## src/rtl/i2c_write_reg.sv

```systemverilog
// Single-register I2C write sequencer: claims the shared master, issues
// start/write-multiple/stop, then streams the register address and data byte.
module i2c_write_reg (
    input  logic       clk,
    input  logic       reset,
    input  logic [5:0] dev_address,
    input  logic [7:0] reg_address,
    input  logic [7:0] data,
    input  logic       start,
    output logic       done,
    output logic       message_failure,
    input  logic       timer_exp,
    output logic       timer_start,
    output logic [3:0] timer_param,
    input  logic       i2c_data_in_ready,
    input  logic       i2c_cmd_ready,
    input  logic       i2c_bus_busy,
    input  logic       i2c_bus_control,
    input  logic       i2c_bus_active,
    input  logic       i2c_missed_ack,
    input  logic       i2c_relinquish,
    output logic [7:0] i2c_data_out,
    output logic [5:0] i2c_dev_address,
    output logic       i2c_cmd_start,
    output logic       i2c_cmd_write_multiple,
    output logic       i2c_cmd_stop,
    output logic       i2c_cmd_valid,
    output logic       i2c_data_in_valid,
    output logic       i2c_data_in_last,
    output logic       i2c_control,
    output logic [3:0] state_out
);

    typedef enum logic [3:0] {
        IDLE      = 4'd0,
        WAIT_BUS  = 4'd1,
        SEND_CMD  = 4'd2,
        SEND_REG  = 4'd3,
        SEND_DATA = 4'd4,
        WAIT_STOP = 4'd5,
        DONE      = 4'd6,
        FAIL      = 4'd7
    } state_t;

    state_t     state_reg, state_next;
    logic [7:0] reg_addr_reg, data_reg;
    logic       active, byte_phase, next_active;
    logic       cmd_valid_next, byte_valid_next, last_next, done_next, fail_next;
    logic [7:0] data_out_next;

    always_comb begin
        state_next      = state_reg;
        active          = (state_reg inside {WAIT_BUS, SEND_CMD, SEND_REG, SEND_DATA, WAIT_STOP});
        byte_phase      = (state_reg inside {SEND_REG, SEND_DATA, WAIT_STOP});
        case (state_reg)
            IDLE:      if (start) state_next = WAIT_BUS;
            WAIT_BUS:  if (!i2c_bus_active) state_next = SEND_CMD;
            SEND_CMD:  if (i2c_cmd_ready || i2c_bus_busy) state_next = SEND_REG;
            SEND_REG:  if (i2c_data_in_ready) state_next = SEND_DATA;
            SEND_DATA: if (i2c_data_in_ready) state_next = WAIT_STOP;
            WAIT_STOP: if (!i2c_bus_busy && !i2c_bus_control) state_next = DONE;
            default:   state_next = IDLE;
        endcase
        // Relinquish, timeout and NACK all abort the same way, so their
        // relative priority only matters in that each overrides normal progress.
        if (active && (i2c_relinquish || timer_exp || (byte_phase && i2c_missed_ack)))
            state_next = FAIL;

        // Outputs are decoded from the next state so they change with state_out.
        next_active     = (state_next inside {WAIT_BUS, SEND_CMD, SEND_REG, SEND_DATA, WAIT_STOP});
        cmd_valid_next  = (state_next == SEND_CMD);
        byte_valid_next = (state_next == SEND_REG) || (state_next == SEND_DATA);
        last_next       = (state_next == SEND_DATA);
        done_next       = (state_next == DONE) || (state_next == FAIL);
        fail_next       = (state_next == FAIL);
        data_out_next   = 8'd0;
        if (state_next == SEND_REG)
            data_out_next = reg_addr_reg;
        else if (state_next == SEND_DATA)
            data_out_next = data_reg;
    end

    always_ff @(posedge clk) begin
        if (reset) begin
            state_reg              <= IDLE;
            reg_addr_reg           <= 8'd0;
            data_reg               <= 8'd0;
            i2c_dev_address        <= 6'd0;
            i2c_control            <= 1'b0;
            timer_start            <= 1'b0;
            timer_param            <= 4'd0;
            i2c_cmd_valid          <= 1'b0;
            i2c_cmd_start          <= 1'b0;
            i2c_cmd_write_multiple <= 1'b0;
            i2c_cmd_stop           <= 1'b0;
            i2c_data_in_valid      <= 1'b0;
            i2c_data_in_last       <= 1'b0;
            i2c_data_out           <= 8'd0;
            done                   <= 1'b0;
            message_failure        <= 1'b0;
        end else begin
            state_reg <= state_next;
            if (state_reg == IDLE && start) begin
                i2c_dev_address <= dev_address;
                reg_addr_reg    <= reg_address;
                data_reg        <= data;
            end
            i2c_control            <= next_active;
            timer_start            <= next_active && (state_next != state_reg);
            timer_param            <= 4'd3;
            i2c_cmd_valid          <= cmd_valid_next;
            i2c_cmd_start          <= cmd_valid_next;
            i2c_cmd_write_multiple <= cmd_valid_next;
            i2c_cmd_stop           <= cmd_valid_next;
            i2c_data_in_valid      <= byte_valid_next;
            i2c_data_in_last       <= last_next;
            i2c_data_out           <= data_out_next;
            done                   <= done_next;
            message_failure        <= fail_next;
        end
    end

    assign state_out = state_reg;

endmodule

```

## config.mk

```make
export PLATFORM = sky130hd
export DESIGN_NAME = i2c_write_reg
export DESIGN_NICKNAME = d
export VERILOG_FILES = /design/src/rtl/i2c_write_reg.sv
export SDC_FILE = /design/constraint.sdc
export NUM_CORES = 1
export LEC_CHECK = 0
export BUFFER_PORTS_ARGS = -buffer_cell sky130_fd_sc_hd__buf_2
export CORE_MARGIN = 1
export CORE_UTILIZATION = 50
export DETAILED_ROUTE_END_ITERATION = 6
export GPL_ROUTABILITY_DRIVEN = 0
export GPL_TIMING_DRIVEN = 0
export PLACE_DENSITY = 0.82
export SLEW_MARGIN = 40
export SYNTH_ARGS = -nofsm -noshare
export SYNTH_HDL_FRONTEND = slang
export SYNTH_SLANG_ARGS = --single-unit
```

## constraint.sdc

```tcl
create_clock -name clk -period 4 [get_ports clk]
set_input_delay 0.4 -clock clk [delete_from_list [all_inputs] [get_ports clk]]
set_output_delay 0.4 -clock clk [all_outputs]
set_load 0.02 [all_outputs]
```

# Yosys cells after proc, flatten, opt, wreduce, memory -nomap -nowiden
# Index checks and enable logic that the tools add are counted.
# W data, S select, Z words.
# classes
eq_ne	13
mux	11
n_reduce_logical	16
# op_table
operator	count
$mux W4	7
$eq A4 B3 Y1 const B	6
$pmux W4 S6	1
$eq A4 B2 Y1 const B	4
$mux W8	2
$reduce_bool A5 Y1	2
$eq A4 B1 Y1 const B	2
$logic_and A1 B1 Y1	5
$logic_or A1 B1 Y1	5
$logic_not A4 Y1	1
$ne A4 B4 Y1	1
$reduce_bool A3 Y1	1
$logic_not A1 Y1	2
$mux W2	1
# word_totals
register_bits	45
wordCells	53

# Longest topological paths before layout
# depth
depth_word	9
mapped_depth	7

# Worst setup path after synthesis
# Ideal clock, no wire load.
# synth_timing
path_type	register to register
from	register state_reg[2], in the netlist state_out[2]
to	register i2c_data_in_valid
setup_time_ns	0.123
arrival_ns	1.808
t_required_ns	3.877
setup_slack_ns	2.069
path_stages_with_launch	8
n_path_buf	2
period_less_slack_ns	1.931
cell_sequence	dfxtp_1 buf_4 o21ai_0 a221oi_2 a2111oi_2 and3_1 buf_6 or2_2
# synth_between
elab_chain_len	8
word_cells_on_any_way	22
cone_classes	7 x eq/ne; 8 x mux; 7 x reduce/logical
# synth_rtl
element	line	source
from (decl)	45	state_t state_reg, state_next;
from (signal assigned)	102	state_reg <= state_next;
$eq A4 B2 Y1 or $eq A4 B3 Y1 (tied branches)	53, 54, 55	
$reduce_bool A3 Y1	54	byte_phase = (state_reg inside {SEND_REG, SEND_DATA, WAIT_STOP});
$logic_and A1 B1 Y1	66	if (active && (i2c_relinquish || timer_exp || (byte_phase && i2c_missed_ack)))
$logic_or A1 B1 Y1	66	
$logic_and A1 B1 Y1	66	
$mux W4 (*)	66	
$eq A4 B2 Y1 or $eq A4 B3 Y1 (tied branches)	72	byte_valid_next = (state_next == SEND_REG) || (state_next == SEND_DATA);
$logic_or A1 B1 Y1 (*)	72	
to (signal assigned)	115	i2c_data_in_valid <= byte_valid_next;
to (decl)	28	output logic i2c_data_in_valid,
# Mark *: on every way between the ends. The rest lies on a longest branch, timed or not.
# A chain may end at the register's enable or synchronous reset.

# Worst setup path in the final report
# layout_timing
from	register state_reg[1], in the netlist state_out[1]
to	register i2c_data_out[3]
# layout_between
elab_chain_len	9
word_cells_on_any_way	23
cone_classes	7 x eq/ne; 10 x mux; 6 x reduce/logical
# layout_rtl
element	line	source
$eq A4 B2 Y1 or $eq A4 B3 Y1 (tied branches)	53, 54, 55	
$reduce_bool A3 Y1	54	
$logic_and A1 B1 Y1	66	
$logic_or A1 B1 Y1	66	
$logic_and A1 B1 Y1	66	
$mux W4 (*)	66	
$eq A4 B3 Y1	79	else if (state_next == SEND_DATA)
$mux W8	79	
$mux W8 (*)	77	if (state_next == SEND_REG)
to (signal assigned)	117	i2c_data_out <= data_out_next;
to (decl)	22	output logic [7:0] i2c_data_out,
# Marks and branches as above.

==> flow_summary_export.csv <==
group,metric,value,unit
clock_tree,clockBufferDepth,2,
power_and_ir_drop,pwr_density_cell,403,nW/µm²
final_layout,finalNetCount,299,
logic_synthesis,synth-edff-count,0,
clock_tree,h-tree-depth,2,
timing,fin_setup_tns,0,ns
run,drv_cap,0,
critical_path,critPathBufInv,1,
global_routing,grt_pass1_vias,1299,
logic_synthesis,netlist.area_leader.share,50.6,%
logic_synthesis,syn_inst,195,
clock_tree,clock_sinks,42,
global_routing,grt_max_degree,15,
route,post_drt_wl_per_cell,11.5,µm
placed_design,dpl.cell_count,303,
global_routing,antenna_found_initial,0,
power_and_ir_drop,internal_power,0.000582,W
final_layout,regArea,841,µm²
power_and_ir_drop,p_clk_share,24.5,%
power_and_ir_drop,cellLeakagePower,0.962,nW
route,ant_nets,0,
logic_synthesis,yosys.area.top_type,"dfxtp_1",
die,die_x,59.7,µm
power_and_ir_drop,sw_frac_of_total,31.1,%
global_routing,grt_util_all_layers,21.7,%
clock_tree,clkSlewWorstSetupHoldPaths,0.13,ns
route,drt_wl_total,3570,µm
critical_path,critPathCaptureType,"flop",
die,boundaryPins,65,
placed_design,port_buffers,62,
timing,timing.slew.headroom,66.0,%
route,drc,0,
placed_design,place_ws,2.06,ns
logic_synthesis,synth_seq_area_share,50.6,%
timing,max_slew.worst_pin.slew,0.504,ns
global_routing,grt-ovfl-total,0,
final_layout,diodes,0,
final_layout,multi_input_area,708,µm²
clock_tree,cts_tree,"done",
timing,grt_setup_unrepaired,"no",
clock_tree,hold_buffers,0,
critical_path,crit_type,"reg2reg",
die,row_count,20,
clock_tree,cts_buffers,5,
hold_path,hold_path_class,"in2reg",
die,start_util,53.6,%
critical_path,crit_chain,"buf_6 > a21boi_0 > o21ai_1 > a211o_1 > a21oi_2 > a22o_1",
timing,fin_skew,0.0150,ns
clock_tree,postCtsSetupRepairBufs,0,
critical_path,arrival,2.28,ns
timing,finalSetupViolCount,0,
power_and_ir_drop,share_seq_of_total_power,54.5,%
power_and_ir_drop,vdd_drop_max,0.000237,V
global_routing,grt_pass1_wl,5670,µm
critical_path,critical-path-top-delay-family,"compound AO/OA/AOI/OAI gates",
clock_tree,clock_latency,0.36,ns
route,dr.pass1.iters,4,
power_and_ir_drop,p_sw,0.000263,W
logic_synthesis,netlist_area,1660,µm²
timing,report.final.hold_viol_count,0,
final_layout,final_cells,311,
timing,slew_viol_final,0,
logic_synthesis,yosysWarnings,0,
final_layout,drive_above_1_share,31.8,%
route,avgViaCountPerCell,4.95,
power_and_ir_drop,p_comb_share,21.0,%
die,core-area,3100,µm²
critical_path,slowest_stage,"dfxtp_1",
placed_design,hpwl,2600,µm
die,die_y,59.7,µm
final_layout,n_fill_cell,290,
critical_path,path_max_fanout,10,
logic_synthesis,yosysMostFrequentCell,"nand2_1",
critical_path,worstSetupStartpointType,"flop",
logic_synthesis,ys_seq_elements,42,
clock_tree,ctsResizeCount,0,
final_layout,syn2layout_area_growth,26.0,%
logic_synthesis,synth-main-ff-cell,"dfxtp_1",
logic_synthesis,ys_top_cells_by_count,"48 x nand2_1, 42 x dfxtp_1, 27 x a21oi_1, 10 x nor2_1, 8 x clkbuf_1",
status,status,"completed",
die,die_area,3560,µm²
critical_path,cp_data_required_time,4.30,ns
route,via_count,1538,
logic_synthesis,async_flop_share,0,%
timing,finalCritPeriodShare,49.4,%
logic_synthesis,avgSynthCellArea,8.53,µm²
route,initialDrtViolationCount,40,
clock_tree,root_buffer,"clkbuf_4",
critical_path,critPathMaxStageDelay,0.50,ns
timing,max_freq,506,MHz
logic_synthesis,yosysUniqueCellTypes,37,
timing,period_needed,1.98,ns
timing,worst_slack,2.02,ns
logic_synthesis,ys_top_cells_by_area,"dfxtp_1 51%, nand2_1 11%, a21oi_1 8.1%",
[power groups by stage]
stage          Combinational (W)  Sequential [W]  Clock (W)
6_report                0.000177        0.000460   0.000207
5_1_grt                 0.000198        0.000464   0.000231
4_1_cts                 0.000178        0.000460   0.000211
3_5_place_dp            0.000176        0.000469          0
3_3_place_gp            0.000174        0.000469          0
2_1_floorplan           0.000102        0.000487          0
[worst min-delay path, stage by stage]
cell     delay, ns
buf_2         0.09
nand2_1       0.04
a21oi_1       0.05
[path summary, 6_finish.rpt]
path                                      start            endpoint  slack [ns]  depth (start not counted)
worst max-delay path               state_out[1]     i2c_data_out[3]        2.02                          6
worst min-delay path             dev_address[3]  i2c_dev_address[3]        0.26                          3
worst max register to register     state_out[1]     i2c_data_out[3]        2.02                          6
worst min register to register  reg_addr_reg[6]     reg_addr_reg[6]        0.46                          2
[final cells by class]
type                       instances  share of cell area, %
tap                               44                   2.63
clock buffer                       5                   1.79
inverter                           3                  0.538
multi-input combinational        134                   33.8
sequential                        42                   40.1
timing repair buffer              62                   14.8
clock inverter                     3                   1.02
buffer                            18                   5.26
[stage by stage]
step	util, %	hold slack, ns	power (W)	instance area (µm²)
detailed placement	65.6	0.448	0.000645	2040
CTS	67.5	0.250	0.000848	2090
global route	67.5	0.235	0.000893	2090
global placement	65.6	0.442	0.000642	2040
floorplan	-	0.436	0.000589	1670
finish	67.5	0.257	0.000844	2090
[per-layer routing]
layer | routed length [µm] | track usage [%] | vias to the layer above
met4 | 57 | 7.64 | 0
met5 | 0 | 0 | -
li1 | - | - | 796
met1 | 1650 | 27.6 | 672
met3 | 214 | 6.93 | 7
met2 | 1660 | 34.6 | 63
[cell families (layout without fill, tap and decap cells)]
logic type | count (synthesis) | in the layout | share of synthesized area, %
flops | 42 | 42 | 50.6
simple gates | 78 | 78 | 20.7
mux | 1 | 1 | 0.602
compound gates | 52 | 52 | 20.6
buf+inv | 21 | 91 | 7.30
other cells | 1 | 3 | 0.226
[placed cells by master (no fill, tap or decap), drive strengths merged, types with 3 or more instances in the layout]
cell,count
a21oi,28
clkbuf,13
nand3,3
buf,72
inv,3
a21o,3
nor3,4
nor2,10
dfxtp,42
conb,3
o21ai,4
a22o,7
nand2,48
No activity file was read; power rests on OpenSTA's default activity.
